### config.mk
export PLATFORM = sky130hd
export DESIGN_NAME = sram_port_arbiter
export DESIGN_NICKNAME = d
export VERILOG_FILES = /design/src/rtl/cpu_pkg.sv /design/src/rtl/sram_addr_xlate.sv /design/src/rtl/sram_port_arbiter.sv
export SDC_FILE = /design/constraint.sdc
export NUM_CORES = 1
export LEC_CHECK = 0
export CAP_MARGIN = 20
export CORE_UTILIZATION = 43
export DETAILED_ROUTE_END_ITERATION = 12
export PLACE_DENSITY_LB_ADDON = 0.15
export SLEW_MARGIN = 20
export SYNTH_ARGS = -nofsm -noshare
export SYNTH_HDL_FRONTEND = slang
export SYNTH_SLANG_ARGS = --single-unit
### constraint.sdc
create_clock -name clk -period 2.8 [get_ports clk]
set_clock_uncertainty 0.15 [all_clocks]
set_input_delay 0.56 -clock clk [delete_from_list [all_inputs] [get_ports clk]]
set_output_delay 0.56 -clock clk [all_outputs]
set_load 0.02 [all_outputs]
### src/rtl/cpu_pkg.sv
`default_nettype none
// ============================================================================
// Package  : cpu_pkg
// Brief    : Shared constants for the CPU memory-side blocks.
// Revision : 1.0 - initial release
// ============================================================================
package cpu_pkg;

    localparam int          c_STATE_W         = 2;
    localparam logic [1:0]  c_ST_IDLE         = 2'd0;
    localparam logic [1:0]  c_ST_ISSUE        = 2'd1;
    localparam logic [1:0]  c_ST_WAIT         = 2'd2;
    localparam logic [1:0]  c_ST_RESP         = 2'd3;

    // kseg0/kseg1 fold onto the low 512 MB of physical space
    localparam logic [31:0] c_KSEG_MASK       = 32'h1fff_ffff;
    localparam logic [31:0] c_WORD_MASK       = 32'hffff_fffc;
    localparam int          c_TIMEOUT_DEFAULT = 255;

endpackage
`default_nettype wire

### src/rtl/sram_addr_xlate.sv
`default_nettype none
// ============================================================================
// Module   : sram_addr_xlate
// Brief    : Combinational virtual-to-physical map for kseg0/kseg1.
// Revision : 1.0 - initial release
// ============================================================================
module sram_addr_xlate
    import cpu_pkg::*;
#(
    parameter int ADDR_MAP = 1
) (
    input  logic [31:0] i_vaddr,
    output logic [31:0] o_paddr
);

    generate
        if (ADDR_MAP != 0) begin : g_map
            assign o_paddr = (i_vaddr[31:30] == 2'b10) ? (i_vaddr & c_KSEG_MASK) : i_vaddr;
        end else begin : g_pass
            assign o_paddr = i_vaddr;
        end
    endgenerate

endmodule
`default_nettype wire

### src/rtl/sram_port_arbiter.sv
`default_nettype none
// ============================================================================
// Module   : sram_port_arbiter
// Brief    : Merges inst/data SRAM request ports onto one memory bus,
//            data first, one transaction outstanding.
// Revision : 1.0 - initial release
// ============================================================================
module sram_port_arbiter
    import cpu_pkg::*;
#(
    parameter int ADDR_MAP = 1,
    parameter int TIMEOUT  = c_TIMEOUT_DEFAULT
) (
    input  logic        clk,
    input  logic        resetn,

    input  logic        inst_req,
    input  logic [31:0] inst_addr,
    output logic        inst_addr_ok,
    output logic        inst_data_ok,
    output logic [31:0] inst_rdata,

    input  logic        data_req,
    input  logic        data_wr,
    input  logic [3:0]  data_wstrb,
    input  logic [31:0] data_addr,
    input  logic [31:0] data_wdata,
    output logic        data_addr_ok,
    output logic        data_data_ok,
    output logic [31:0] data_rdata,

    output logic        mem_req,
    output logic        mem_wr,
    output logic [3:0]  mem_wstrb,
    output logic [31:0] mem_addr,
    output logic [31:0] mem_wdata,
    input  logic        mem_gnt,
    input  logic        mem_rvalid,
    input  logic [31:0] mem_rdata,

    output logic [31:0] perf_fetch_stall
);

    localparam logic [7:0] c_TIMEOUT_LAST = 8'(TIMEOUT - 1);

    logic [c_STATE_W-1:0] r_state;
    logic                 r_owner_inst;
    logic                 r_mem_req;
    logic                 r_wr;
    logic [3:0]           r_wstrb;
    logic [31:0]          r_addr;
    logic [31:0]          r_wdata;
    logic [31:0]          r_inst_rdata;
    logic [31:0]          r_data_rdata;
    logic [31:0]          r_perf;
    logic [7:0]           r_cnt;
    logic                 r_inst_data_ok;
    logic                 r_data_data_ok;

    logic                 w_idle;
    logic [31:0]          w_req_addr;
    logic [31:0]          w_phys;
    logic [31:0]          w_resp_data;

    assign w_idle       = (r_state == c_ST_IDLE);
    assign data_addr_ok = w_idle & data_req;
    assign inst_addr_ok = w_idle & inst_req & ~data_req;
    assign w_req_addr   = data_req ? data_addr : inst_addr;
    // A timed-out read returns zero
    assign w_resp_data  = mem_rvalid ? mem_rdata : 32'h0000_0000;

    sram_addr_xlate #(
        .ADDR_MAP (ADDR_MAP)
    ) u_xlate (
        .i_vaddr  (w_req_addr),
        .o_paddr  (w_phys)
    );

    always_ff @(posedge clk) begin
        if (!resetn) begin
            r_state        <= c_ST_IDLE;
            r_owner_inst   <= 1'b0;
            r_mem_req      <= 1'b0;
            r_wr           <= 1'b0;
            r_wstrb        <= 4'b0000;
            r_addr         <= 32'h0;
            r_wdata        <= 32'h0;
            r_inst_rdata   <= 32'h0;
            r_data_rdata   <= 32'h0;
            r_perf         <= 32'h0;
            r_cnt          <= 8'h0;
            r_inst_data_ok <= 1'b0;
            r_data_data_ok <= 1'b0;
        end else begin
            r_inst_data_ok <= 1'b0;
            r_data_data_ok <= 1'b0;
            case (r_state)
                c_ST_IDLE: begin
                    if (data_req || inst_req) begin
                        r_owner_inst <= ~data_req;
                        r_wr         <= data_req & data_wr;
                        r_wstrb      <= (data_req && data_wr) ? data_wstrb : 4'b0000;
                        r_addr       <= w_phys & c_WORD_MASK;
                        r_wdata      <= data_wdata;
                        r_mem_req    <= 1'b1;
                        r_state      <= c_ST_ISSUE;
                    end
                end
                c_ST_ISSUE: begin
                    if (mem_gnt) begin
                        r_mem_req <= 1'b0;
                        r_cnt     <= 8'h0;
                        if (r_wr) begin
                            r_data_data_ok <= 1'b1;
                            r_state        <= c_ST_RESP;
                        end else begin
                            r_state        <= c_ST_WAIT;
                        end
                    end
                end
                c_ST_WAIT: begin
                    if (mem_rvalid || (r_cnt == c_TIMEOUT_LAST)) begin
                        if (r_owner_inst) begin
                            r_inst_rdata <= w_resp_data;
                        end else begin
                            r_data_rdata <= w_resp_data;
                        end
                        r_inst_data_ok <= r_owner_inst;
                        r_data_data_ok <= ~r_owner_inst;
                        r_state        <= c_ST_RESP;
                    end else begin
                        r_cnt <= r_cnt + 8'd1;
                    end
                end
                c_ST_RESP: begin
                    r_state <= c_ST_IDLE;
                end
                default: begin
                    r_state <= c_ST_IDLE;
                end
            endcase
            if (inst_req && !inst_addr_ok) begin
                r_perf <= r_perf + 32'd1;
            end
        end
    end

    assign inst_data_ok     = r_inst_data_ok;
    assign inst_rdata       = r_inst_rdata;
    assign data_data_ok     = r_data_data_ok;
    assign data_rdata       = r_data_rdata;
    assign mem_req          = r_mem_req;
    assign mem_wr           = r_wr;
    assign mem_wstrb        = r_wstrb;
    assign mem_addr         = r_addr;
    assign mem_wdata        = r_wdata;
    assign perf_fetch_stall = r_perf;

endmodule
`default_nettype wire
* Word level (Yosys, flattened, before mapping)
Cells that the tools add are included.
** Operators by class
- Reductions and logical operators :: 15
- Bitwise gates (word level) :: 6
- Add/sub/neg operators :: 2
- Muxes and demuxes :: 19
- Equal/unequal tests :: 9
** Operator list (count)
- 32-bit 2-to-1 mux :: 3
- 32-bit by 1-bit adder with 32-bit output, second input constant :: 1
- 3-bit AND reduction :: 6
- 8-bit 2-to-1 mux :: 2
- 8-bit case mux with 2 select lines :: 1
- 8-bit by 1-bit adder with 8-bit output, second input constant :: 1
- 8-bit == test, second input constant :: 1
- 2-bit case mux with 4 select lines :: 1
- 2-bit == test, second input constant :: 3
- 1-bit 2-to-1 mux :: 6
- 2-bit 2-to-1 mux :: 3
- 2-bit inequality test, second input constant :: 3
- 1-bit bitwise AND :: 4
- 4-bit 2-to-1 mux :: 1
- 1-bit case mux with 2 select lines :: 2
- 2-bit nonzero test :: 2
- 2-bit by 1-bit == test with 1-bit output, second input constant :: 1
- 1-bit logical AND :: 2
- 2-bit logical NOT :: 1
- 1-bit logical OR :: 2
- 2-bit by 1-bit inequality test with 1-bit output, second input constant :: 1
- 1-bit inverter :: 2
- 2-bit AND reduction :: 1
- 1-bit logical NOT :: 1
** Word-level totals
- Output and inout port bits :: 170
- Flip-flop bits (word level) :: 177

* Depth between registers and ports, before layout
- Depth after elaboration :: 5
- Depth in mapped cells :: 9
- Gate-level depth less buffers :: 6

* Cells and area by module
Synthesis repeated with hierarchy kept, for this count alone.
** Unflattened totals
- Cell total of the unflattened synthesis :: 909
- Area total of the unflattened synthesis :: 7497.2 um^2
** By module, submodules not included
- sram_port_arbiter :: cells each 876, area each 7253.2 um^2, sequential area each 3543.4 um^2, instances 1
- sram_addr_xlate :: cells each 33, area each 244.0 um^2, sequential area each 0.0 um^2, instances 1

* Worst setup path after synthesis
No wires, ideal clock.
- Path kind :: input-to-reg
- Start :: input port data_req
- End :: register r_perf[26] (netlist: perf_fetch_stall[26])
- Buffers on the path :: 3
- Data arrival time :: 1.928 ns
- Stages :: 7
- Path slack :: 0.650 ns
- Data required time :: 2.578 ns
- Cell sequence :: buf_2 -> nand2b_1 -> buf_2 -> nand3_1 -> buf_2 -> nor4_2 -> mux2i_1
** Between the ends
- Cells in the longest elaborated chain, start to end :: 4
** RTL lines
- start, declared :: RTL line sram_port_arbiter.sv:23 : input logic data_req,
- 1-bit inverter :: RTL line sram_port_arbiter.sv:67 : assign inst_addr_ok = w_idle & inst_req & ~data_req;
- 1-bit bitwise AND :: RTL line sram_port_arbiter.sv:67
- 1-bit logical NOT :: RTL line sram_port_arbiter.sv:142 : if (inst_req && !inst_addr_ok) begin
- 1-bit logical AND :: RTL line sram_port_arbiter.sv:142
- end signal, assigned :: RTL line sram_port_arbiter.sv:143 : r_perf <= r_perf + 32'd1;
- end, declared :: RTL line sram_port_arbiter.sv:55 : logic [31:0] r_perf;
Every way passes these cells.
A chain may end at the register's enable or synchronous reset.

* Worst setup path after layout
- Start :: register r_state[0]
- End :: output port inst_addr_ok
** Between the ends
- Cells in the longest elaborated chain, start to end :: 3
** RTL lines
- start, declared :: RTL line sram_port_arbiter.sv:46 : logic [c_STATE_W-1:0] r_state;
- start signal, assigned :: RTL line sram_port_arbiter.sv:81 : r_state <= c_ST_IDLE;
- start signal, assigned :: RTL line sram_port_arbiter.sv:106 : r_state <= c_ST_ISSUE;
- start signal, assigned :: RTL line sram_port_arbiter.sv:115 : r_state <= c_ST_RESP;
- 2-bit logical NOT :: RTL line sram_port_arbiter.sv:65 : assign w_idle = (r_state == c_ST_IDLE);
- 1-bit bitwise AND (2 in series) :: RTL line sram_port_arbiter.sv:67
- end, declared :: RTL line sram_port_arbiter.sv:19 : output logic inst_addr_ok,
Every way passes these cells.

==> run summary <==
The number of clock sinks seen by CTS came out at 177. The critical path starts at r_state[0]. The vertical die dimension came out at 134 µm. Summing the areas of all xor and xnor instances in the mapped netlist gives 0.467% of the synthesized area. The final wirelength came out at 20.2 mm.

Among cell families on the critical path, the largest total delay comes from buffers and inverters. The total iterations of the first detailed-routing run came out at 7. After synthesis, flip-flops and latches occupy 47.3% of the total area. The top-area cell type share of the netlist area is 47.3%. TritonCTS built the clock tree. The number of enable-type register cells in the synthesized netlist came out at 0. The ratio of cells with drive above 1 in the final layout is 6.45%. Of all nets on the critical path, the largest fanout is 8. The post-synthesis cell type count is 52. The congestion estimate from routability-driven global placement came to 0.782. The number of nets in the finished design came out at 1249. The initial core utilization is 44.6%.

The internal power contribution came out at 0.00531 W. The total leakage power is 3.93 nW. A synthesized cell averages 8.98 µm². Among all cell types in the netlist, the one instantiated most often is dfxtp_1. The main combinational cell family by area after synthesis is simple AND/OR/NAND/NOR gates. Setup repair after global routing left no endpoint under its margin. The area occupied by multi-input gates is 0.00363 mm². The startpoint identified for the worst register-to-register timing path is perf_fetch_stall[9].

The critical path goes through inv_1 > ha_2 > nand2b_1 > nor2_1 > clkdlybuf4s50_1. The final route contains 6841 vias. The tree is rooted in a clkbuf_16. The data arrival at the endpoint of the critical path is 1950 ps.

Synthesis produced a netlist whose cell count is 835. The most used flip-flop cell after synthesis is dfxtp_1. The required time reported for the critical path endpoint came out at 2090 ps. The register cell area after layout came out at 0.00354 mm². The number of global-route vias before repair came out at 6435.

The number of rows in the core area is 47. The total of max-cap violations came out at 0. In this run, the clock network consumes 29.7% of the power.

For the finished layout, the period the worst path requires is 2660 ps. The number of antenna diodes in the final layout is 0. The layout overhead on the synthesized area came out at 50.3%. In this run the most critical hold path is launched from data_rdata[0].

For this run the aggregate overflow at the end of global routing stands at 0. The synthesized netlist devotes 10.4% of its cell area to compound gates. The maximum frequency from static timing analysis came out at 0.377 GHz. Net switching is 32.0% of the power.

The post-route antenna net violation count came out at 0. The slowest stage of the critical path belongs to the cell clkdlybuf4s50_1. The number of flip-flops and latches in the synthesized netlist came out at 177. The setup total negative slack is 0 ps.

The basic-gate share of the synthesized area counting and, or, nand and nor cells came out at 21.5%. The number of buffers added on ports is 302. The run finished with clean final reports. The total of endpoints with negative setup slack in the final report is 0. The path class of the tightest hold or removal check is reg2reg. The largest net degree at the start of global routing is 133.

The setup path with the least slack is of type reg2out. The hold violation count in the final report is 0. The relative slew slack is 60.4%. For this design the total switching power over the nets is 0.00250 W. The total routing usage reported by global routing came out at 22.6%. The total placed instance area came out at 0.0107 mm². The final standard cell area without fillers came out at 0.0113 mm². The sequential group share of total power is 39.1%. The number of DRC violations after detailed routing is 0.

The worst-case vdd ir drop is 0.000420 V. In the synthesized netlist the async set-or-reset flop fraction comes to 0%. The total buffers and inverters traversed by the critical path came out at 2. The share of the clock period used by the worst path came out at 94.8%. The Yosys step of the flow raised 0 warnings. The count of pins over their slew limit was 0.

Using the TritonRoute via totals, the vias-per-cell ratio works out to 5.12. The post-placement cell count came out at 1305. The worst setup path is launched from a register. No sink is reached through more buffers than the 2 on the longest clock path. The insertion delay of the later-clocked pin in the worst-skew pair came out at 420 ps. The global-route wire length before repair is 32.6 mm. The maximum level of the CTS H-tree came out at 4. The synthesized cell area came out at 0.00750 mm².

The final-layout fill cell count came out at 1412. After synthesis, the share of cell area in mux cells is 14.7%. The commonest cells after synthesis are dfxtp_1, nand2_1, mux2i_1, a21oi_1, clkbuf_1. The wire length per cell is 15.1 µm. The initial antenna violation count is 0. The number of DRC markers in iteration 0 came out at 415. The delay of the slowest critical-path stage came out at 640 ps. The top cell type by total area after synthesis is dfxtp_1. The share of total power dissipated in combinational logic is 31.2%. The die area came out at 0.0180 mm². The horizontal die dimension is 134 µm. The worst hold slack is 302 ps. The total of hold buffers inserted after clock tree synthesis is 0. The detailed-placement wirelength estimate is 13.9 mm.

STA classifies the critical path endpoint as an output pin. The worst-margin pin slew came out at 591 ps. The boundary pin count came out at 309. Leaving out filler cells and counting taps, the final layout contains 1337. The post-synthesis adder-cell area fraction is 1.00%. The total power came out at 0.00780 W. The total power density per cell area is 693 mW/mm².

The total CTS buffers is 17. After synthesis, the cell types taking the most area are dfxtp_1, mux2i_1, nand2_1. Clock-pin slew was measured on the worst setup and hold paths at 60 ps. In this run the standard cell core region covers 0.0168 mm².
[metrics by stage]
stage | utilization [%] | setup slack (ps)
final | 67.0 | 145
after global placement | 63.5 | 276
after global routing | 67.0 | 53.8
after detailed placement | 63.5 | 286
after floorplan | - | 650
after CTS | 67.0 | 51.3
[worst paths after layout]
kind	endpoint	slack, ps	depth (start not counted)
hold / removal	data_rdata[0]	300	2
hold reg to reg	data_rdata[0]	300	2
setup reg to reg	perf_fetch_stall[21]	610	4
setup / recovery	inst_addr_ok	140	5
[layout make-up]
class                           instances  share of cell area [%]
Tap cell                              220                    2.44
Sequential cell                       177                    31.5
Multi-Input combinational cell        578                    32.2
Clock inverter                          9                   0.866
Clock buffer                           23                    4.24
Timing Repair Buffer                  318                    28.4
Inverter                               12                   0.400
[worst reg2reg max path: cells and delay by family, from the launching register on]
kind / cells / cell delay (ps)
compound gates: 1 / 150
simple gates: 3 / 1360
flops: 1 / 460
[sequential cells by signal (all words and copies together) (netlist names)]
name / cells
perf_fetch_stall: 32
mem_wr: 1
inst_data_ok: 1
mem_wdata: 32
r_state: 2
mem_req: 1
r_owner_inst: 1
mem_addr: 30
mem_wstrb: 4
r_cnt: 8
data_data_ok: 1
inst_rdata: 32
data_rdata: 32
[layer usage]
layer | vias up | share of wire (%) | GRT usage [%]
li1 | 3448 | - | -
met2 | 178 | 49 | 38.6
met3 | 25 | 6.6 | 7.03
met1 | 3190 | 42 | 27.4
met5 | - | 0 | 0
met4 | 0 | 1.6 | 6.30
[cell families (layout without fill, tap and decap cells)]
kind of cell,after synthesis,count (layout)
fa+ha+maj,6,6
compound gates,121,121
mux,110,110
other cells,1,2
flops,177,177
buf+inv,81,362
xor+xnor,4,4
simple gates,335,335
[cells in the final DEF, fill, tap and decap left out, drive strengths merged, types with 4 or more instances in the layout]
cell type,instances
and2,5
ha,6
nor4,17
nand2b,19
clkbuf,23
nand2,167
o211ai,5
a21oi,51
or4,7
o31ai,7
nor2,39
mux2i,109
and4,5
nand4,12
a22oi,4
inv,15
clkdlybuf4s50,300
nand3,48
o21ai,8
or3,4
a211oi,30
buf,18
dfxtp,177
[power by group through the flow]
| stage | registers [W] | logic [W] | clock network [W] |
|---|---|---|---|
| finish | 0.00305 | 0.00244 | 0.00232 |
| global route | 0.00309 | 0.00263 | 0.00248 |
| CTS | 0.00305 | 0.00245 | 0.00238 |
| detailed placement | 0.00311 | 0.00245 | 0 |
| global placement | 0.00309 | 0.00242 | 0 |
| floorplan | 0.00351 | 0.000905 | 0 |
[what timing repair did]
action                     4_1_cts  5_1_grt
setup buffers                    0        0
gates resized for setup          0        1
setup endpoints to repair        0        2
Note: power is estimated with default switching activity, not from simulation.
